==> config.mk <==
export PLATFORM = sky130hd
export DESIGN_NAME = spigpio_master
export DESIGN_NICKNAME = d
export VERILOG_FILES = /design/src/rtl/spigpio_master.sv
export SDC_FILE = /design/constraint.sdc
export NUM_CORES = 1
export LEC_CHECK = 0
export ABC_AREA = 1
export CORE_ASPECT_RATIO = 0.6
export CORE_MARGIN = 4
export CORE_UTILIZATION = 58
export CTS_CLUSTER_SIZE = 8
export DETAILED_ROUTE_END_ITERATION = 8
export PLACE_DENSITY_LB_ADDON = 0.05
export SLEW_MARGIN = 20
export SYNTH_ARGS = -nofsm -noshare
export SYNTH_HDL_FRONTEND = slang
export SYNTH_SLANG_ARGS = --single-unit
export TNS_END_PERCENT = 50
==> constraint.sdc <==
create_clock -name clk -period 3.1 [get_ports clk]
set_input_delay 0.62 -clock clk [delete_from_list [all_inputs] [get_ports clk]]
set_output_delay 0.62 -clock clk [all_outputs]
set_load 0.005 [all_outputs]
==> src/rtl/spigpio_master.sv <==
// SPI initiator for the 16-bit GPIO-expander slave.
// Each request is one or two 16-bit frames sent MSB first:
//   frame = {rw, addr[6:0], data[7:0]}
// A read sends the command frame, then a dummy frame to address 0x7F.
// The slave returns the requested byte on miso during the dummy frame.
//
// Handshake: start is sampled only while busy=0. rw/addr/wdata are captured
// in the same cycle. done pulses high for one cycle with busy=0. rdata holds
// the last read result from that done until the next read's done.
//
// Timing, with D = CLK_DIV and C = CS_IDLE, counted from the start cycle t0:
//   - cs falls at t0+1;
//   - rising edge k at t0+1+D*(2k-1), falling edge k at t0+1+2Dk;
//   - cs rises at t0+1+33D, followed by C cycles of cs-high gap.
module spigpio_master #(
  parameter int CLK_DIV = 4,
  parameter int CS_IDLE = 4
) (
  input  logic       clk,
  input  logic       rst_n,
  input  logic       start,
  input  logic       rw,
  input  logic [6:0] addr,
  input  logic [7:0] wdata,
  output logic       busy,
  output logic       done,
  output logic [7:0] rdata,
  output logic       sclk,
  output logic       cs,
  output logic       mosi,
  input  logic       miso
);

  localparam int CNT_MAX = (CLK_DIV > CS_IDLE) ? CLK_DIV : CS_IDLE;
  localparam int CNT_W   = $clog2(CNT_MAX + 1);
  localparam logic [CNT_W-1:0] DIV_LAST = CNT_W'(CLK_DIV - 1);
  localparam logic [CNT_W-1:0] GAP_LAST = CNT_W'(CS_IDLE - 1);
  // Dummy read to an unmapped address; it has no side effect in the slave.
  localparam logic [15:0] DUMMY_FRAME = {1'b1, 7'h7F, 8'h00};

  typedef enum logic [2:0] {
    IDLE    = 3'd0,
    SHIFT_H = 3'd1,
    SHIFT_L = 3'd2,
    HOLD    = 3'd3,
    GAP     = 3'd4,
    DONE    = 3'd5
  } state_t;

  state_t           state;
  state_t           next_state;
  logic [15:0]      frame;     // current frame, shifted left at each falling edge
  logic             phase;     // 0 = command frame, 1 = dummy frame of a read
  logic             is_read;
  logic [4:0]       bit_cnt;   // falling edges completed in this frame, 0..16
  logic [CNT_W-1:0] div_cnt;   // cycles spent in the current sclk phase / gap
  logic [7:0]       cap;       // miso samples of falling edges 9..16

  logic div_end;
  logic gap_end;
  logic last_bit;
  logic chain_dummy;

  assign div_end     = (div_cnt == DIV_LAST);
  assign gap_end     = (div_cnt == GAP_LAST);
  assign last_bit    = (bit_cnt == 5'd15);
  assign chain_dummy = is_read && !phase;

  // State register.
  always_ff @(posedge clk or negedge rst_n) begin
    if (!rst_n) state <= IDLE;
    else        state <= next_state;
  end

  // Next-state logic.
  always_comb begin
    next_state = state;
    case (state)
      IDLE:    if (start)   next_state = SHIFT_L;
      SHIFT_L: if (div_end) next_state = SHIFT_H;
      SHIFT_H: if (div_end) next_state = last_bit ? HOLD : SHIFT_L;
      HOLD:    if (div_end) next_state = GAP;
      GAP:     if (gap_end) next_state = chain_dummy ? SHIFT_L : DONE;
      DONE:                 next_state = IDLE;
      default:              next_state = IDLE;
    endcase
  end

  // Status outputs decoded from the state.
  always_comb begin
    busy = (state != IDLE) && (state != DONE);
    done = (state == DONE);
  end

  // Frame, counters, capture register and registered SPI pins.
  always_ff @(posedge clk or negedge rst_n) begin
    if (!rst_n) begin
      frame   <= '0;
      phase   <= 1'b0;
      is_read <= 1'b0;
      bit_cnt <= '0;
      div_cnt <= '0;
      cap     <= '0;
      rdata   <= '0;
      sclk    <= 1'b0;
      cs      <= 1'b1;
      mosi    <= 1'b0;
    end else begin
      // The divider restarts whenever the state changes, i.e. at every sclk toggle.
      if (state == IDLE || next_state != state) div_cnt <= '0;
      else                                      div_cnt <= div_cnt + 1'b1;

      case (state)
        IDLE: begin
          if (start) begin
            frame   <= rw ? {1'b1, addr, 8'h00} : {1'b0, addr, wdata};
            is_read <= rw;
            phase   <= 1'b0;
            bit_cnt <= '0;
            cs      <= 1'b0;
            sclk    <= 1'b0;
            mosi    <= rw;
          end
        end
        SHIFT_L: begin
          // First cycle after falling edge k; the slave's byte arrives on k = 9..16.
          if (div_cnt == '0 && bit_cnt >= 5'd9) cap <= {cap[6:0], miso};
          if (div_end) sclk <= 1'b1;
        end
        SHIFT_H: begin
          if (div_end) begin
            sclk    <= 1'b0;
            bit_cnt <= bit_cnt + 5'd1;
            frame   <= {frame[14:0], 1'b0};
            if (!last_bit) mosi <= frame[14];
          end
        end
        HOLD: begin
          // Falling edge 16 lands here rather than in SHIFT_L.
          if (div_cnt == '0 && bit_cnt >= 5'd9) cap <= {cap[6:0], miso};
          if (div_end) begin
            cs   <= 1'b1;
            mosi <= 1'b0;
          end
        end
        GAP: begin
          if (gap_end) begin
            if (chain_dummy) begin
              frame   <= DUMMY_FRAME;
              phase   <= 1'b1;
              bit_cnt <= '0;
              cs      <= 1'b0;
              mosi    <= DUMMY_FRAME[15];
            end else if (is_read) begin
              rdata <= cap;
            end
          end
        end
        default: ;
      endcase
    end
  end

endmodule

* Word-level counts from Yosys, hierarchy flattened
Index checks and enable logic that the tools add are counted.
** Operators by class
- Add/subtract/negate cells :: 2
- Multipliers :: 0
- Div/mod/pow operators :: 0
- Magnitude comparators :: 1
- Equality and inequality tests :: 16
- Shift operators :: 0
- Multiplexer cells :: 34
- Bitwise operators :: 1
- Reductions and logical operators :: 22
** Operator list (count)
- 2-to-1 mux 15 bit :: 4
- one-hot mux 15 bit (3 select lines) :: 1
- 2-to-1 mux 3 bit :: 7
- 2-to-1 mux 5 bit :: 4
- one-hot mux 3 bit (5 select lines) :: 1
- one-hot mux 5 bit (3 select lines) :: 1
- inequality test 2 bit (second input constant) :: 7
- AND reduction 4 bit :: 3
- nonzero test 3 bit :: 4
- 2-to-1 mux 1 bit :: 11
- AND reduction 5 bit :: 2
- == test 3 x 2 -> 1 bit (second input constant) :: 3
- 2-to-1 mux 8 bit :: 1
- AND reduction 7 bit :: 1
- == test 3 bit (second input constant) :: 2
- logical NOT 3 bit :: 2
- one-hot mux 1 bit (3 select lines) :: 2
- adder 5 x 1 -> 5 bit (second input constant) :: 1
- == test 5 x 4 -> 1 bit (second input constant) :: 1
- greater-or-equal comparator 5 x 4 -> 1 bit (second input constant) :: 1
- one-hot mux 1 bit (4 select lines) :: 1
- AND reduction 2 bit :: 2
- nonzero test 4 bit :: 1
- adder 3 x 1 -> 3 bit (second input constant) :: 1
- other kinds (10) :: 12
** Storage, ports and cells
- Register bits after elaboration :: 47
- Bits in latches :: 0
- RAM bits :: 0
- ROM bits :: 0
- Input port bits :: 20
- Output and inout bits :: 13
- Word-level logic and storage cells :: 87
- Memories :: 0

* Longest topological paths before layout
- Word-level depth :: 8
- Depth in mapped cells :: 12
- Gate-level depth less buffers :: 12

* Least setup slack after synthesis
No wires, ideal clock.
- Path type :: reg2reg
- Start :: reg div_cnt[0]
- End :: reg frame[10]
- Library setup time :: 130 ps
- Arrival :: 1545 ps
- Required time :: 2970 ps
- Path slack :: 1425 ps
- Cell stages (with the launch flop) :: 10
- Buffers on the path :: 1
- Period minus slack after synthesis :: 1675 ps
- Cells stage by stage :: dfrtp_1 -> ha_1 -> ha_1 -> inv_1 -> nand2_2 -> nand2_2 -> nor2_8 -> buf_6 -> nor2_1 -> a31oi_2
** Between the ends
- Longest elaborated chain between the ends :: 3
- Elaborated cells on any way between the ends :: 4
- Those cells by class :: 3 x eq/ne; 1 x reduce/logical
** Ends and longest elaborated chain
- start: declaration :: line 56 : logic [CNT_W-1:0] div_cnt;
- start signal: assignment :: line 111 : else div_cnt <= div_cnt + 1'b1;
- == test 3 x 2 -> 1 bit * :: line 64, 65
- inequality test 2 bit (no source line)
- AND reduction 5 bit (no source line) *
- end signal: assignment :: line 116 : frame <= rw ? {1'b1, addr, 8'h00} : {1'b0, addr, wdata};
- end signal: assignment :: line 134 : frame <= {frame[14:0], 1'b0};
- end: declaration :: line 52 : logic [15:0] frame;
Mark *: on every way between the ends. The rest lies on a longest branch, timed or not.
A chain may end at the register's enable or synchronous reset.

* Worst setup path after layout
- Start :: reg state[1]
- End :: out busy
** Between the ends
- Longest elaborated chain between the ends :: 2
- Elaborated cells on any way between the ends :: 3
- Those cells by class :: 1 x eq/ne; 2 x reduce/logical
** Ends and longest elaborated chain
- start: declaration :: line 50 : state_t state;
- start signal: assignment :: line 72 : else state <= next_state;
- inequality test 3 bit / nonzero test 3 bit (equally long branches) :: line 91 : busy = (state != IDLE) && (state != DONE);
- logical AND 1 bit * :: line 91
- end: declaration :: line 25 : output logic busy,
Marks and branches as above.

==> run summary <==
Final critical-path setup slack: 818 ps. Setup violations remaining at the end of the flow were counted as 0. The ratio of routed vias to standard cells is 5.32, and the pin slew with the least headroom to its limit is 787 ps. The worst hold slack after final layout came out at 341 ps. The vias after detailed routing came out at 1,919. The run gives 0 as the final-report hold violation count. The number of placed cells counting well taps came out at 353. The worst setup path is launched from a flop. Counting along the longest clock path gives a buffer depth of 2. Buffers inserted during clock tree synthesis total 5.

Cells with a size suffix above 1 make up 12.7% of the layout. The finished layout holds 361 standard cells, fillers aside. 33 I/O pins were placed.

The count of buffers added on input and output ports is 32. Wire length reported by the detailed router: 5030 um. Overall power: 1210 uW. The initial utilization of the core area, before any placement, comes to 62.8%. The peak ir drop on the vdd network was 291 uV. The worst setup path is of the reg -> out kind. The critical path contains buffers and inverters numbering 2 combined.

Data arrives at the worst endpoint at 1660 ps. Walking the worst path, the cells encountered are inv_2 -> nand2_2 -> nor2_2 -> nor2_1 -> clkdlybuf4s50_1. The routed length per instance works out to 13.9 um.

The slowest stage cell on the critical path was sky130_fd_sc_hd__dfrtp_1. Setup repair after global routing left no endpoint under its margin. The tools report the post-cts hold buffer count as 0. The path class of the tightest hold or removal check is in -> async.

The worst slew margin relative to its limit was 47.1%. The run gives 8650 um as the wire length of the first global-routing pass. After clock tree synthesis, the setup repair step added 0 buffers. After the first detailed-routing iteration, the DRC count stood at 132.

The clock skew is 7.23 ps, and the biggest fanout along the worst timing path is 7. The category of the worst setup path capture point was a primary output. The share of synthesized area occupied by flip-flops and latches is 49.0%.

The die is 91.1 um wide. For this run, the slowest stage of the critical path takes 500 ps. The later pin in the worst-skew pair is clocked with a latency of 300 ps. Global routing consumed, over all layers together, 20.6% of the routing resources. The count of filler cells inserted in the layout was 286; the total congestion overflow was 0. Prior to clock tree synthesis, the placed netlist has a worst setup slack of 878 ps. The multi-input combinational cells in the finished layout cover a total of 1030 um^2. The fraction of registers with async set or reset after synthesis came out at 100%. Once detailed placement completed, the half-perimeter wirelength came to 3620 um. The die covers 5270 um^2.

For the setup total negative slack, the log shows 0 ps. After floorplanning, the core was divided into 17 placement rows. The flow ran to the end, and the final reports show no timing, DRC or antenna violations. Dividing the final minimum period by the clock period gives 73.6%.

Final max-slew violation count: 0. The floorplan step set the die height to 57.9 um. The number of gates resized after cts came out at 0. The count of nets left with antenna violations once routing finished came out at 0. Cell type group with the largest total delay on the critical path: buffers and inverters. The routed design could run at a clock period as short as 2280 ps.

The total of flip-flops plus latches after synthesis is 47. Area of the mapped netlist: 2400 um^2. The logs give 31 for the post-synthesis cell type count and 0 for the count of max-cap constraint violations. The logs give 1180 um^2 for the sequential standard cell area and 0 for the synthesis warning total. The leakage power is 0.00139 uW. The core region is 3830 um^2. The maximum number of pins on one net before global-route repair was 37.

The congestion estimate from routability-driven global placement came to 0.881. Primary flip-flop cell chosen by synthesis mapping: sky130_fd_sc_hd__dfrtp_1. For the number of global-route vias before repair, the log shows 1,843.

CTS placed an instance of sky130_fd_sc_hd__clkbuf_8 at the clock tree root. The number of iterations in the first detailed-routing pass was 4. Derived from the worst setup path, the maximum achievable clock frequency is 0.438 GHz.

After clock tree synthesis, the clock-pin slew on the worst setup and hold paths is 90 ps. The synthesized area per cell came out at 8.61 um^2. For this design the ratio of total power to cell area is 420 nW/um^2. The count of flip-flops with a built-in enable after synthesis is 0, and the cell count after synthesis is 279.

The deepest level of the CTS H-tree is 2. The number of nets handed over by synthesis was 306. The total number of nets in the final design was 340. After detailed routing, the number of remaining DRC violations is 0.

For the worst setup path, the data required time is 2480 ps. TritonCTS built the clock tree. The initial antenna violation count was 0; the area added between synthesis and finish was 19.6%. The count of inserted antenna diode cells was 0; the total number of clock tree sinks was 47.
-- layout by cell type, fill, tap and decap left out, types with 4 or more instances in the layout --
cell type,instances
sky130_fd_sc_hd__a31oi_2,10
sky130_fd_sc_hd__dfrtp_1,46
sky130_fd_sc_hd__ha_1,7
sky130_fd_sc_hd__o21ai_0,17
sky130_fd_sc_hd__nand3_1,11
sky130_fd_sc_hd__a21oi_1,19
sky130_fd_sc_hd__clkdlybuf4s50_1,31
sky130_fd_sc_hd__nand2_2,4
sky130_fd_sc_hd__nor2_1,34
sky130_fd_sc_hd__nand2_1,61
sky130_fd_sc_hd__inv_2,6
sky130_fd_sc_hd__inv_1,31
sky130_fd_sc_hd__clkbuf_8,5
-- power breakdown --
group	leakage [uW]	switching, uW	internal [uW]	total (uW)
Clock	0.0000654	210	322	533
Sequential	0.000591	2.43	617	620
Combinational	0.000733	26.6	27.3	54.0
Total	0.00139	239	967	1210
-- worst paths after layout --
kind,slack (ps),to,start,cells after the start
worst max-delay path,820,busy,state[1]$_DFF_PN0_,5
worst min-delay path,340,frame[12]$_DFFE_PN0P_,rst_n,1
worst max register to register,950,frame[1]$_DFFE_PN0P_,div_cnt[0]$_DFF_PN0_,9
worst min register to register,480,div_cnt[0]$_DFF_PN0_,div_cnt[0]$_DFF_PN0_,1
max in group asynchronous,2140,cap[1]$_DFFE_PN0P_,rst_n,2
min in group clk,480,div_cnt[0]$_DFF_PN0_,div_cnt[0]$_DFF_PN0_,1
-- cells by family after synthesis --
family                     synth area share (%)
buffers and inverters                      8.22
DFF                                        49.0
AOI/OAI and AO/OA                          15.8
and+or+nand+nor                            23.4
adders and majority gates                  3.64
-- per-layer routing --
layer	share of wire [%]	wire length, um	vias up	GRT usage, %
met5	0	0	-	0
met1	50	2520	905	30.1
met4	0.62	31	0	6.44
met2	43	2170	41	29.5
met3	6.1	307	4	6.23
li1	-	-	969	-
-- synth_stat cells, types with 2 or more instances --
cell                        n  area share (%)
sky130_fd_sc_hd__nand2_1   61             9.5
sky130_fd_sc_hd__dfrtp_1   46              48
sky130_fd_sc_hd__nor2_1    34             5.3
sky130_fd_sc_hd__inv_1     31             4.8
sky130_fd_sc_hd__a21oi_1   19             4.0
sky130_fd_sc_hd__o21ai_0   17             3.5
sky130_fd_sc_hd__nand3_1   11             2.3
sky130_fd_sc_hd__a31oi_2   10             5.2
sky130_fd_sc_hd__ha_1       7             3.6
sky130_fd_sc_hd__inv_2      6            0.94
sky130_fd_sc_hd__nand2_2    4             1.0
sky130_fd_sc_hd__a31oi_1    3            0.78
sky130_fd_sc_hd__nand2_4    3             1.4
sky130_fd_sc_hd__nor3_1     3            0.62
sky130_fd_sc_hd__a22oi_1    2            0.62
sky130_fd_sc_hd__buf_4      2            0.62
sky130_fd_sc_hd__buf_6      2            0.94
sky130_fd_sc_hd__clkbuf_1   2            0.31
sky130_fd_sc_hd__nand4_1    2            0.52
sky130_fd_sc_hd__nor2_2     2            0.52
sky130_fd_sc_hd__o22ai_1    2            0.52
-- metrics by stage --
stage | util (%) | area (um^2)
after global routing | 75.1 | 2880
final | 75.1 | 2880
after CTS | 75.1 | 2880
after global placement | 71.6 | 2740
after detailed placement | 71.6 | 2740
after floorplan | - | 2400
-- state kept, by name, summed over array words and instances (netlist names) --
| name | count |
|---|---|
| div_cnt | 3 |
| phase | 1 |
| cs | 1 |
| sclk | 1 |
| mosi | 1 |
| bit_cnt | 5 |
| cap | 8 |
| state | 3 |
| rdata | 8 |
| frame | 15 |
| is_read | 1 |
-- layout make-up --
| type | instances | share of cell area (%) |
|---|---|---|
| multi-input combinational | 187 | 35.8 |
| sequential | 47 | 40.9 |
| timing repair buffer | 34 | 11.5 |
| tap | 47 | 2.05 |
| clock inverter | 2 | 2.09 |
| clock buffer | 6 | 2.52 |
| inverter | 38 | 5.13 |
-- worst reg2reg max path: stages (launching register included) --
cell and delay (ps):
sky130_fd_sc_hd__dfrtp_1 390, sky130_fd_sc_hd__ha_1 210, sky130_fd_sc_hd__ha_1 250, sky130_fd_sc_hd__inv_1 200, sky130_fd_sc_hd__nand2_2 150, sky130_fd_sc_hd__nand2_2 90
sky130_fd_sc_hd__nor2_8 410, sky130_fd_sc_hd__inv_1 150, sky130_fd_sc_hd__nand2_1 100, sky130_fd_sc_hd__o211ai_1 90
Note: power is estimated with default switching activity, not from simulation.
